### src/rtl/sd_spi_pkg.sv
// rtl/sd_spi_pkg.sv - shared types and constants for the SD SPI responder
package sd_spi_pkg;

  typedef enum logic [1:0] {
    IDLE = 2'd0,
    RECV = 2'd1,
    WAIT = 2'd2,
    SEND = 2'd3
  } state_t;

  localparam int unsigned FRAME_W = 48;

  // R1 flag bit positions
  localparam int unsigned R1_IDLE_BIT        = 0;
  localparam int unsigned R1_ILLEGAL_CMD_BIT = 2;
  localparam int unsigned R1_CRC_ERR_BIT     = 3;

  localparam logic [7:0] R1_COM_CRC_ERR = 8'h01 << R1_CRC_ERR_BIT;

  // x^7 + x^3 + 1, x^7 term implicit
  localparam logic [6:0] CRC7_POLY = 7'h09;

  function automatic logic [6:0] crc7_next(input logic [6:0] crc, input logic din);
    logic fb;
    fb = din ^ crc[6];
    return {crc[5:0], 1'b0} ^ (fb ? CRC7_POLY : 7'h00);
  endfunction

endpackage

### src/rtl/sd_crc7.sv
// rtl/sd_crc7.sv - serial CRC7, one message bit per enable, MSB first
module sd_crc7
  import sd_spi_pkg::*;
(
  input  logic       clk,
  input  logic       rst,
  input  logic       clr,
  input  logic       en,
  input  logic       din,
  output logic [6:0] crc
);

  // CRC register: clear has priority over accumulation
  always_ff @(posedge clk or posedge rst) begin
    if (rst) begin
      crc <= '0;
    end else if (clr) begin
      crc <= '0;
    end else if (en) begin
      crc <= crc7_next(crc, din);
    end
  end

endmodule

### src/rtl/sd_spi_responder.sv
// rtl/sd_spi_responder.sv - SD SPI-mode command deframer and R1 responder (option: SD_RESP_CRC7_CHECK_EN)
module sd_spi_responder
  import sd_spi_pkg::*;
#(
  parameter int unsigned NCR_MIN    = 1,
  parameter int unsigned NCR_MAX    = 8,
  parameter logic [7:0]  TIMEOUT_R1 = 8'h04
) (
  input  logic        clk,
  input  logic        rst,
  input  logic        sck,
  input  logic        ss,
  input  logic        mosi,
  output logic        miso,
  output logic        cmd_valid,
  output logic [5:0]  cmd_index,
  output logic [31:0] cmd_arg,
  input  logic [7:0]  resp,
  input  logic        resp_valid,
  output logic        busy
);

  localparam logic [3:0] NCR_MIN_C = 4'(NCR_MIN);
  localparam logic [3:0] NCR_MAX_C = 4'(NCR_MAX);
  localparam logic [5:0] LAST_BIT  = 6'(FRAME_W - 1);
  localparam logic [5:0] CRC_BITS  = 6'(FRAME_W - 8);

  state_t state, state_next;

  logic [1:0] sck_sync, ss_sync, mosi_sync;
  logic       sck_last;
  logic       sck_rise, sck_fall, ss_s, mosi_s;

  logic [FRAME_W-2:0] shreg;
  logic [FRAME_W-1:0] frame;
  logic [5:0]         bit_cnt;
  logic [2:0]         tx_bit;
  logic [3:0]         ncr_cnt;
  logic               byte_done;
  logic               resp_held;
  logic [7:0]         resp_reg, tx_reg, r1_load;
  logic               start_bit, frame_end, frame_ok, crc_ok, boundary, have_resp, go_send;

  assign ss_s     = ss_sync[1];
  assign mosi_s   = mosi_sync[1];
  assign sck_rise = sck_sync[1] & ~sck_last;
  assign sck_fall = ~sck_sync[1] & sck_last;
  assign busy     = (state != IDLE);

  // Two-flop synchronisers for the host pins plus sck edge history
  always_ff @(posedge clk or posedge rst) begin
    if (rst) begin
      sck_sync  <= 2'b00;
      ss_sync   <= 2'b11;
      mosi_sync <= 2'b11;
      sck_last  <= 1'b0;
    end else begin
      sck_sync  <= {sck_sync[0], sck};
      ss_sync   <= {ss_sync[0], ss};
      mosi_sync <= {mosi_sync[0], mosi};
      sck_last  <= sck_sync[1];
    end
  end

`ifdef SD_RESP_CRC7_CHECK_EN
  logic [6:0] crc;
  logic       crc_en, crc_clr;

  // Feed the start bit and the next 39 bits (frame bits 47:8) into the CRC
  assign crc_en  = sck_rise && (start_bit || ((state == RECV) && (bit_cnt < CRC_BITS)));
  assign crc_clr = (state == IDLE) && !crc_en;
  assign crc_ok  = (crc == frame[7:1]);

  sd_crc7 u_crc7 (
    .clk (clk),
    .rst (rst),
    .clr (crc_clr),
    .en  (crc_en),
    .din (mosi_s),
    .crc (crc)
  );
`else
  assign crc_ok = 1'b1;
`endif

  // Frame decode, byte-boundary decisions and next-state selection
  always_comb begin
    state_next = state;
    frame      = {shreg, mosi_s};
    start_bit  = (state == IDLE) && sck_rise && !mosi_s;
    frame_end  = (state == RECV) && sck_rise && (bit_cnt == LAST_BIT);
    frame_ok   = !frame[FRAME_W-1] && frame[FRAME_W-2] && frame[0];
    boundary   = sck_fall && byte_done;
    have_resp  = resp_held || resp_valid;
    go_send    = 1'b0;
    r1_load    = TIMEOUT_R1;
    // a response strobed on the timeout boundary still beats the timeout code
    if (have_resp && (ncr_cnt >= NCR_MIN_C)) begin
      go_send = boundary;
      r1_load = resp_held ? resp_reg : resp;
    end else if (ncr_cnt == NCR_MAX_C) begin
      go_send = boundary;
    end
    if (ss_s) begin
      state_next = IDLE;
    end else begin
      case (state)
        IDLE:    if (start_bit) state_next = RECV;
        RECV:    if (frame_end) state_next = frame_ok ? WAIT : IDLE;
        WAIT:    if (go_send) state_next = SEND;
        SEND:    if (boundary) state_next = IDLE;
        default: state_next = IDLE;
      endcase
    end
  end

  // State register
  always_ff @(posedge clk or posedge rst) begin
    if (rst) state <= IDLE;
    else     state <= state_next;
  end

  // Receive shifter, filler/response serialiser and command outputs
  always_ff @(posedge clk or posedge rst) begin
    if (rst) begin
      miso      <= 1'b1;
      cmd_valid <= 1'b0;
      cmd_index <= '0;
      cmd_arg   <= '0;
      shreg     <= '0;
      bit_cnt   <= '0;
      tx_bit    <= '0;
      ncr_cnt   <= '0;
      byte_done <= 1'b0;
      resp_held <= 1'b0;
      resp_reg  <= '0;
      tx_reg    <= 8'hFF;
    end else begin
      cmd_valid <= 1'b0;
      if (ss_s) begin
        miso      <= 1'b1;
        bit_cnt   <= '0;
        tx_bit    <= '0;
        ncr_cnt   <= '0;
        byte_done <= 1'b0;
        resp_held <= 1'b0;
      end else begin
        case (state)
          IDLE: begin
            miso <= 1'b1;
            if (start_bit) begin
              shreg   <= frame[FRAME_W-2:0];
              bit_cnt <= 6'd1;
            end
          end
          RECV: begin
            if (sck_rise) begin
              shreg   <= frame[FRAME_W-2:0];
              bit_cnt <= bit_cnt + 6'd1;
              if (frame_end) begin
                bit_cnt   <= '0;
                tx_bit    <= '0;
                ncr_cnt   <= '0;
                // the fall after the last command bit starts the first filler byte
                byte_done <= frame_ok;
                resp_held <= 1'b0;
                if (frame_ok && crc_ok) begin
                  cmd_valid <= 1'b1;
                  cmd_index <= frame[45:40];
                  cmd_arg   <= frame[39:8];
                end else if (frame_ok) begin
                  resp_held <= 1'b1;
                  resp_reg  <= R1_COM_CRC_ERR;
                end
              end
            end
          end
          WAIT: begin
            if (resp_valid && !resp_held) begin
              resp_held <= 1'b1;
              resp_reg  <= resp;
            end
            if (sck_rise) begin
              tx_bit <= tx_bit + 3'd1;
              if (tx_bit == 3'd7) begin
                ncr_cnt   <= ncr_cnt + 4'd1;
                byte_done <= 1'b1;
              end
            end
            if (sck_fall) begin
              byte_done <= 1'b0;
              if (go_send) begin
                miso      <= r1_load[7];
                tx_reg    <= {r1_load[6:0], 1'b1};
                tx_bit    <= '0;
                resp_held <= 1'b0;
              end else begin
                miso <= 1'b1;
              end
            end
          end
          SEND: begin
            if (sck_rise) begin
              tx_bit <= tx_bit + 3'd1;
              if (tx_bit == 3'd7) byte_done <= 1'b1;
            end
            if (sck_fall) begin
              if (byte_done) begin
                byte_done <= 1'b0;
                miso      <= 1'b1;
              end else begin
                miso   <= tx_reg[7];
                tx_reg <= {tx_reg[6:0], 1'b1};
              end
            end
          end
          default: miso <= 1'b1;
        endcase
      end
    end
  end

endmodule

### config.mk
export PLATFORM = sky130hd
export DESIGN_NAME = sd_spi_responder
export DESIGN_NICKNAME = d
export VERILOG_FILES = /design/src/rtl/sd_spi_pkg.sv /design/src/rtl/sd_crc7.sv /design/src/rtl/sd_spi_responder.sv
export SDC_FILE = /design/constraint.sdc
export NUM_CORES = 1
export LEC_CHECK = 0
export CAP_MARGIN = 20
export CORE_ASPECT_RATIO = 0.6
export CORE_MARGIN = 2
export CORE_UTILIZATION = 40
export DETAILED_ROUTE_END_ITERATION = 10
export PLACE_DENSITY = 0.63
export SLEW_MARGIN = 30
export SYNTH_ARGS = -nofsm -noshare
export SYNTH_HDL_FRONTEND = slang
export SYNTH_SLANG_ARGS = --single-unit
### constraint.sdc
create_clock -name clk -period 12.8 [get_ports clk]
set_input_delay 2.56 -clock clk [delete_from_list [all_inputs] [get_ports clk]]
set_output_delay 2.56 -clock clk [all_outputs]
set_load 0.05 [all_outputs]
==> results.txt, run 1 <==
Status: complete, no violations
H-tree depth: 4
Primary FF master, synth: dfrtp_1
Total congestion overflow: 0
CTS Buf Count: 17
Post-Synthesis Cells: 395
CTS root buffer: clkbuf_16
Clk pwr share: 49.8%
RSZ-0062 raised after global routing: false
Dpl hpwl: 6807 µm
Num ports: 55
Pwr/cell area: 148.4 nW/µm²
Critical Path RT: 10.24 ns
Netlist cell types: 60
CP startpoint kind: flip-flop
Placed instance count: 604
Global-route wire length before repair: 17600 µm
Synthesized Nets: 415
Slowest stage delay, CP: 0.81 ns
DIE AREA: 14610 µm²
Largest net degree at the start of global routing: 76
Min-delay worst type: reg -> reg
Final TNS setup: 0 ns
Post-CTS sizing: 0
Final worst-path cycle share: 35.83%
Tmin final: 4.587 ns
Core area: 13050 µm²
Share of layout cells above drive strength 1: 32.19%
Total GRT Usage: 15.34%
Maximum clock rate: 218.0 MHz
Die Span Y: 94.42 µm
Max FFs per register: 47
Routed len/inst: 16.15 µm
Rows: 32
Combinational share of power: 5.5%
Area delta synth->final: 23.69%
Worst EP arrival: 2.03 ns
Avg Cell Area, Syn: 13.80 µm²
Internal: 772.9 µW
Width of the chip: 154.7 µm
CTS tree: built
Clock Tree Buf Depth: 2
Worst-skew pair later-pin latency: 0.41 ns
Via count: 3349
Routed Wire Length: 10270 µm
Hold-fix buffers, CTS: 0
DRT iter0 DRCs: 267
Post-Place Cell Area: 6117 µm²
Final Hold Vio Count: 0
Crit Path Category: reg -> out
Peak VDD IR: 0.08359 mV
Yosys reg bits: 126
Crit. End Element: output port
Design area: 6741 µm²
Max-cap violation count: 0
Worst slew pin tran: 0.9680 ns
Psw: 227.8 µW
IO Port Bufs: 54
LEAKAGE: 0.003093 µW
Fin. max-slew vios: 0
Total power: 1001 µW
DRC: 0
GP Congestion: 0.8413
CTS Sinks: 126
Pre-Repair DR Iteration Count: 4
Ant diodes: 0
EDFF count, synth: 0
Antenna violations before repair: 0
Worst-path cell chain: or2_2, clkdlybuf4s50_1
Slowest stage cell, crit path: clkdlybuf4s50_1
Sequential area share after synthesis: 58.13%
Sw frac: 22.77%
Antenna Nets Post-Route: 0
Clock skew: 0.01022 ns
Total setup buffers inserted after CTS: 0
Starting Density: 41.76%
Ys async rst share: 100.0%
Reg clk slew, reported paths: 0.06 ns
Number of global-route vias before repair: 3439
Via density: 5.266
Relative slew slack: 35.47%
NumNets Final: 473
Synth Warn #: 0
CP max FO: 15
Synth Cell Area: 5450 µm²
Flop pwr share: 44.7%
Layout Cells excl Fill: 636
Final setup violation count: 0
==> power groups by stage <==
stage               registers [µW]  clock network, µW  logic, µW
floorplan                      444                  0       46.4
global placement               453                  0       53.6
detailed placement             455                  0       55.7
CTS                            447                511       56.2
global route                   452                530       61.4
finish                         448                498       54.8
==> logic make-up (layout without fill, tap and decap cells) <==
family                     count (synthesis)  after routing  synth area share (%)
buffers and inverters                     24             95                 2.548
and+or+nand+nor                           74             74                 8.013
DFF                                      126            126                 58.13
AOI/OAI and AO/OA                         59             59                 8.356
muxes                                    104            104                 21.26
adders and majority gates                  6              6                 1.377
xor gates and xnor gates                   2              2                0.3215
==> stage by stage <==
step | util [%] | worst slack [ns] | hold WS (ns)
finish | 51.65 | 8.213 | 0.3484
floorplan | - | 6.904 | 0.3312
global route | 51.65 | 8.136 | 0.3628
global placement | 46.87 | 8.175 | 0.3432
detailed placement | 46.87 | 8.088 | 0.3347
CTS | 51.62 | 8.217 | 0.3512
==> layout make-up <==
cell class | count | area, µm²
flip-flops and latches | 126 | 3168
repair buffers | 57 | 566.8
inverters | 6 | 25.02
fillers | 1093 | 6311
clock inverters | 14 | 181.4
well taps | 170 | 212.7
multi-input cells | 245 | 2148
clock buffers | 18 | 439.2
==> cells in the final DEF, fill, tap and decap left out, drive strengths merged, types with 4 or more instances in the layout <==
master,instances
mux2,94
nand3b,4
a21oi,5
nor2b,6
a22o,5
clkdlybuf4s50,54
nand2b,4
inv,11
o21ai,9
a22oi,13
nand3,8
mux2i,10
ha,6
dfrtp,114
clkbuf,18
dfstp,12
nor2,12
nand2,13
nor3,6
o211ai,8
==> critical path: cells and delay by family, from the launching register on <==
kind | cells | cell delay (ns)
flip-flops | 1 | 0.60
AND/OR/NAND/NOR | 1 | 0.21
buffers and inverters | 1 | 0.81
==> Yosys cell counts, drive strengths merged, types with 2 or more instances <==
library cell  number  share of area, %
a21o               2              0.41
o211ai             8               1.1
buf               12               1.7
nand3              8              0.73
nor2b              6              0.69
a22o               5              0.80
nor2              12              0.87
a22oi             13               1.8
mux2              94                19
nand3b             4              0.55
a2111oi            2              0.44
or3                2              0.23
clkbuf             6              0.41
nand2b             4              0.46
a21oi              5              0.46
nor3               6              0.64
nand2             13              0.90
or2                3              0.34
o21a               2              0.28
o21ai              9              0.83
dfstp             12               5.8
mux2i             10               1.8
a31oi              2              0.51
or3b               3              0.53
o21bai             2              0.28
and3               3              0.34
ha                 6               1.4
inv                6              0.41
dfrtp            114                52
==> metal layers <==
metal  global-route usage, %  vias up  part of all wire, %
li1                        -     1580                    -
met1                   22.86     1695                   54
met2                   21.54       61                   42
met3                   4.360       13                  3.2
met4                   5.015        0                  1.3
met5                       0        -                    0
==> final timing paths <==
path / start / endpoint / slack (ns) / depth (start not counted)
hold / removal: sck_sync[0] / sck_sync[1] / 0.35 / 0
hold reg to reg: sck_sync[0] / sck_sync[1] / 0.35 / 0
setup reg to reg: ncr_cnt[0] / state[0] / 10.27 / 6
max in group asynchronous: rst / cmd_arg[10] / 9.12 / 3
setup / recovery: state[0] / busy / 8.21 / 2
min in group asynchronous: rst / resp_reg[6] / 2.60 / 2
No activity file was read; power rests on OpenSTA's default activity.
==> run 2: changes to the inputs <==
- clock period: 12.8 -> 4.6 ns (I/O delays scaled with it)
==> run 2 against run 1 <==
  * Die area unchanged
  * Routed wire length up 1.0%
  * Count of clock-buffer cells in the layout unchanged
  * Sequential power rose to 2.8 times the previous value
  * Register-to-register slack worse by 8.2 ns
  * Core utilization about the same
  * Final cell count up 0.16%
  * Critical path depth unchanged
  * Via count down 0.84%
  * Hold slack better by 0.014 ns
  * Critical endpoint unchanged
  * Highest routed layer unchanged
==> results.txt, run 2 (synthesis gave the netlist of run 1 again) <==
Status: complete, no violations (unchanged)
Largest net degree at the start of global routing: 75 (was 76)
Final worst-path cycle share: 64.01%
Placed instance count: 604 (unchanged)
R2R depth: 5 (was 6)
Final Core Density: 51.60% (was 51.65%)
Total GRT Usage: 15.47% (was 15.34%)
Pre-Repair DR Iteration Count: 4 (unchanged)
Routed len/inst: 16.29 µm (was 16.15 µm)
Starting Density: 41.76% (unchanged)
Num ports: 55 (unchanged)
Number of global-route vias before repair: 3440 (was 3439)
Dpl hpwl: 6795 µm (was 6807 µm)
Peak VDD IR: 0.2775 mV (was 0.08359 mV)
Post-CTS sizing: 0 (unchanged)
DRT iter0 DRCs: 184 (was 267)
Total congestion overflow: 0 (unchanged)
Max-cap violation count: 0 (unchanged)
Min-delay worst type: reg -> reg (unchanged)
Max FFs per register: 47 (unchanged)
CTS Buf Count: 17 (unchanged)
Routed Wire Length: 10380 µm (was 10270 µm)
Hold Path Depth: 0 (unchanged)
Width of the chip: 154.7 µm (unchanged)
Most common cell after layout, fill and taps aside: dfrtp_1 (unchanged)
Core area: 13050 µm² (unchanged)
DIE AREA: 14610 µm² (unchanged)
DRC: 0 (unchanged)
Fillers: 1122 (was 1093)
Final Hold Vio Count: 0 (unchanged)
Setup slack after placement: 1.519 ns (was 8.088 ns)
Global-route wire length before repair: 17580 µm (was 17600 µm)
Area delta synth->final: 23.58% (was 23.69%)
RSZ-0062 raised after global routing: false (unchanged)
Pwr/cell area: 406.2 nW/µm² (was 148.4 nW/µm²)
Reg2reg start: sck_last (was ncr_cnt[0])
CTS root buffer: clkbuf_16 (unchanged)
Tmin final: 2.944 ns
Via count: 3321 (was 3349)
Clock skew: 0.01124 ns (was 0.01022 ns)
Clock Tree Buf Depth: 2 (unchanged)
Antenna violations before repair: 0 (unchanged)
Register area: 3168 µm² (unchanged)
Hold Startpoint: ss_sync[0] (was sck_sync[0])
Antenna Nets Post-Route: 0 (unchanged)
Commonest non-fill, non-tap cells in the layout: dfrtp_1 (114), mux2_2 (90), clkdlybuf4s50_1 (54), clkbuf_16 (17) (unchanged)
Worst EP arrival: 2.02 ns (was 2.03 ns)
CTS tree: built (unchanged)
Worst slew pin tran: 0.7622 ns (was 0.9680 ns)
Share of layout cells above drive strength 1: 32.33% (was 32.19%)
Final setup violation count: 0 (unchanged)
Reg clk slew, reported paths: 0.06 ns (about the same)
CP startpoint kind: flip-flop (unchanged)
Critical Path RT: 3.68 ns (was 10.24 ns)
Maximum clock rate: 339.6 MHz
Worst R2R Setup Slack: 2.09 ns (was 10.27 ns)
Crit Path Category: reg -> out (unchanged)
Hold-fix buffers, CTS: 0 (unchanged)
NumNets Final: 474 (was 473)
Fin. max-slew vios: 0 (unchanged)
Slowest stage delay, CP: 0.81 ns (about the same)
IO Port Bufs: 54 (unchanged)
CP max FO: 15 (unchanged)
Worst-path cell chain: or2_2, clkdlybuf4s50_1 (unchanged)
Via density: 5.214 (was 5.266)
Ant diodes: 0 (unchanged)
CTS Sinks: 126 (unchanged)
Total setup buffers inserted after CTS: 0 (unchanged)
Relative slew slack: 48.80% (was 35.47%)
Worst setup margin: 1.656 ns (was 8.213 ns)
Slowest stage cell, crit path: clkdlybuf4s50_1 (unchanged)
LEAKAGE: 0.003084 µW (was 0.003093 µW)
Die Span Y: 94.42 µm (unchanged)
H-tree depth: 4 (unchanged)
Final TNS setup: 0 ns (unchanged)
Multi-input logic area: 2148 µm² (unchanged)
R2R Path End: shreg[34] (was state[0])
WHS Endpoint: ss_sync[1] (was sck_sync[1])
Crit. End Element: output port (unchanged)
Rows: 32 (unchanged)
GP Congestion: 0.8362 (was 0.8413)
Worst-skew pair later-pin latency: 0.41 ns (about the same)
Layout Cells excl Fill: 637 (was 636)
## run 2: changes by cell type in the layout (fill, tap and decap cells not counted)
cell and change:
buf_12 +1, buf_2 +1, buf_6 -1, bufinv_16 -1, clkinv_4 +1, clkinvlp_4 +1
inv_4 -1
## run 2: cell type report
| class | instances | area share (%) |
|---|---|---|
| clock inverter | 14 | 2.359 |
| inverter | 6 | 0.4087 |
| tap | 170 | 3.158 |
| timing repair buffer | 58 | 8.620 |
| clock buffer | 18 | 6.521 |
| sequential | 126 | 47.04 |
| multi-input combinational | 245 | 31.90 |
## run 2: routing by layer
layer | routed length [µm] | global-route usage [%]
met5 | 0 | 0
met4 | 163 | 7.485
met3 | 403 | 4.268
met2 | 4505 | 22.40
met1 | 5304 | 21.65
## run 2: worst max path at each step
stage | startpoint | endpoint | depth (start not counted)
5_1_grt | state[0] | busy | 2
3_5_place_dp | resp_valid | tx_reg[4] | 5
3_3_place_gp | resp_valid | state[0] | 5
2_1_floorplan | rst | bit_cnt[0] | 1
4_1_cts | state[0] | busy | 2
6_report | state[0] | busy | 2
## run 2: through the flow
step | hold slack [ns] | total power [µW] | instance area [µm²]
global placement | 0.3400 | 1410 | 6130
finish | 0.3626 | 2736 | 6735
detailed placement | 0.3487 | 1419 | 6130
global route | 0.3667 | 2855 | 6735
floorplan | 0.3312 | 1366 | 5450
CTS | 0.3632 | 2770 | 6728
## run 2: power by group
part	switching (µW)	total, µW	internal (µW)	leakage [µW]
clock	519	1340	821	0.000281
combinational	66.1	153	86.9	0.00112
sequential	56.0	1240	1190	0.00168
## run 2: critical path: cells and delay by family, from the launching register on
family        cells  cell delay [ns]
buf+inv           1             0.81
flops             1             0.60
simple gates      1             0.21
==> run 3: changes to the inputs <==
- clock period: 4.6 -> 3 ns (I/O delays scaled with it)
==> run 3 against run 2 <==
  * Sequential power up 54%
  * Core utilization up 0.14 points
  * Sequential share of layout area down 0.13 points
==> results.txt, run 3 (synthesis gave the netlist of run 1 again) <==
Status: complete, no violations (unchanged)
Hold-fix buffers, CTS: 0 (unchanged)
Via density: 5.326 (was 5.214)
Most common cell after layout, fill and taps aside: dfrtp_1 (unchanged)
Clock skew: 0.01568 ns (was 0.01124 ns)
Crit. End Element: output port (unchanged)
Largest net degree at the start of global routing: 56 (was 75)
Relative slew slack: 45.76% (was 48.80%)
Routed len/inst: 16.40 µm (was 16.29 µm)
DIE AREA: 14610 µm² (unchanged)
Antenna Nets Post-Route: 0 (unchanged)
Max FFs per register: 47 (unchanged)
Number of global-route vias before repair: 3501 (was 3440)
Max-cap violation count: 0 (unchanged)
Ant diodes: 0 (unchanged)
CP startpoint kind: flip-flop (unchanged)
DRT iter0 DRCs: 209 (was 184)
Final TNS setup: 0 ns (unchanged)
Worst setup margin: 0.3816 ns (was 1.656 ns)
Dpl hpwl: 6895 µm (was 6795 µm)
Via count: 3398 (was 3321)
Starting Density: 41.76% (unchanged)
LEAKAGE: 0.003088 µW (was 0.003084 µW)
Total congestion overflow: 0 (unchanged)
Final worst-path cycle share: 87.28%
DRC: 0 (unchanged)
Setup slack after placement: 0.6628 ns (was 1.519 ns)
Num ports: 55 (unchanged)
Minimum hold slack: 0.3558 ns (was 0.3626 ns)
Width of the chip: 154.7 µm (unchanged)
CP max FO: 15 (unchanged)
Pwr/cell area: 614.2 nW/µm² (was 406.2 nW/µm²)
GP Congestion: 0.8167 (was 0.8362)
Slowest stage cell, crit path: clkdlybuf4s50_1 (unchanged)
Global-route wire length before repair: 17710 µm (was 17580 µm)
Worst R2R Setup Slack: 0.74 ns (was 2.09 ns)
Worst-path cell chain: or2_2, clkdlybuf4s50_1 (unchanged)
Area delta synth->final: 23.92% (was 23.58%)
Post-CTS sizing: 0 (unchanged)
Total GRT Usage: 15.63% (was 15.47%)
Crit-path leading delay family: buffers and inverters (unchanged)
Share of layout cells above drive strength 1: 32.48% (was 32.33%)
Tmin final: 2.618 ns
H-tree depth: 4 (unchanged)
CTS root buffer: clkbuf_16 (unchanged)
Critical Path RT: 2.40 ns (was 3.68 ns)
Fin. max-slew vios: 0 (unchanged)
Reg clk slew, reported paths: 0.06 ns (about the same)
CTS Sinks: 126 (unchanged)
Crit Path Category: reg -> out (unchanged)
CTS tree: built (unchanged)
Pre-Repair DR Iteration Count: 4 (unchanged)
CTS Buf Count: 17 (unchanged)
Total power: 4149 µW (was 2736 µW)
Final Hold Vio Count: 0 (unchanged)
Worst slew pin tran: 0.8073 ns (was 0.7622 ns)
Slowest stage delay, CP: 0.80 ns (was 0.81 ns)
Final setup violation count: 0 (unchanged)
Antenna violations before repair: 0 (unchanged)
NumNets Final: 475 (was 474)
Maximum clock rate: 381.9 MHz
Peak VDD IR: 0.3805 mV (was 0.2775 mV)
IO Port Bufs: 54 (unchanged)
RSZ-0062 raised after global routing: false (unchanged)
CP bufs+invs: 1 (unchanged)
Min-delay worst type: reg -> reg (unchanged)
Worst EP arrival: 2.02 ns (about the same)
Worst-skew pair later-pin latency: 0.41 ns (about the same)
Rows: 32 (unchanged)
Die Span Y: 94.42 µm (unchanged)
Core area: 13050 µm² (unchanged)
Clock Tree Buf Depth: 2 (unchanged)
Commonest non-fill, non-tap cells in the layout: dfrtp_1 (114), mux2_2 (90), clkdlybuf4s50_1 (54), clkbuf_16 (17) (unchanged)
Routed Wire Length: 10460 µm (was 10380 µm)
Total setup buffers inserted after CTS: 0 (unchanged)
-- run 3: cell count changes in the layout (fill, tap and decap cells not counted) --
cell	before	now
buf_12	1	3
buf_2	1	0
bufinv_16	2	1
clkinv_2	1	0
clkinv_4	3	1
clkinvlp_4	4	5
inv_6	4	6
inv_8	1	2
-- run 3: path summary, 6_finish.rpt --
check / from / endpoint / cells past startpoint
hold / removal: mosi_sync[0] / mosi_sync[1] / 0
min in group asynchronous: rst / resp_reg[4] / 2
setup reg to reg: state[0] / cmd_arg[0] / 4
setup / recovery: state[0] / busy / 2
max in group asynchronous: rst / tx_reg[1] / 3
hold reg to reg: mosi_sync[0] / mosi_sync[1] / 0
-- run 3: metrics by stage --
step | utilization (%) | std cells | instance area (µm²)
4_1_cts | 51.74 | 638 | 6754
3_5_place_dp | 47.28 | 606 | 6171
2_1_floorplan | - | 395 | 5454
3_3_place_gp | 47.28 | 606 | 6171
6_report | 51.74 | 638 | 6754
5_1_grt | 51.74 | 638 | 6754
-- run 3: power by group --
group	internal, µW	leakage (µW)	switching [µW]
sequential	1820	0.00168	89.4
clock	1190	0.000275	809
combinational	138	0.00113	102
total	3150	0.00309	1000
-- run 3: area by class of cell --
cell class / instances / area (µm²)
fill: 1119 / 6299
sequential: 126 / 3168
multi-input combinational: 245 / 2148
timing repair buffer: 59 / 615.6
clock buffer: 18 / 439.2
tap: 170 / 212.7
clock inverter: 14 / 143.9
inverter: 6 / 26.28
-- run 3: worst reg2reg max path: cells and delay by family, from the launching register on --
family / cells / cell delay (ns)
simple gates: 2 / 0.63
flops: 1 / 0.60
buf+inv: 1 / 0.49
mux: 1 / 0.42
-- run 3: metal layers --
metal / GRT usage [%] / vias to the layer above / part of all wire, %
met2: 23.25 / 88 / 45
met3: 3.717 / 8 / 4.7
met5: 0 / - / 0
met4: 6.404 / 0 / 0.75
li1: - / 1574 / -
met1: 22.21 / 1728 / 49
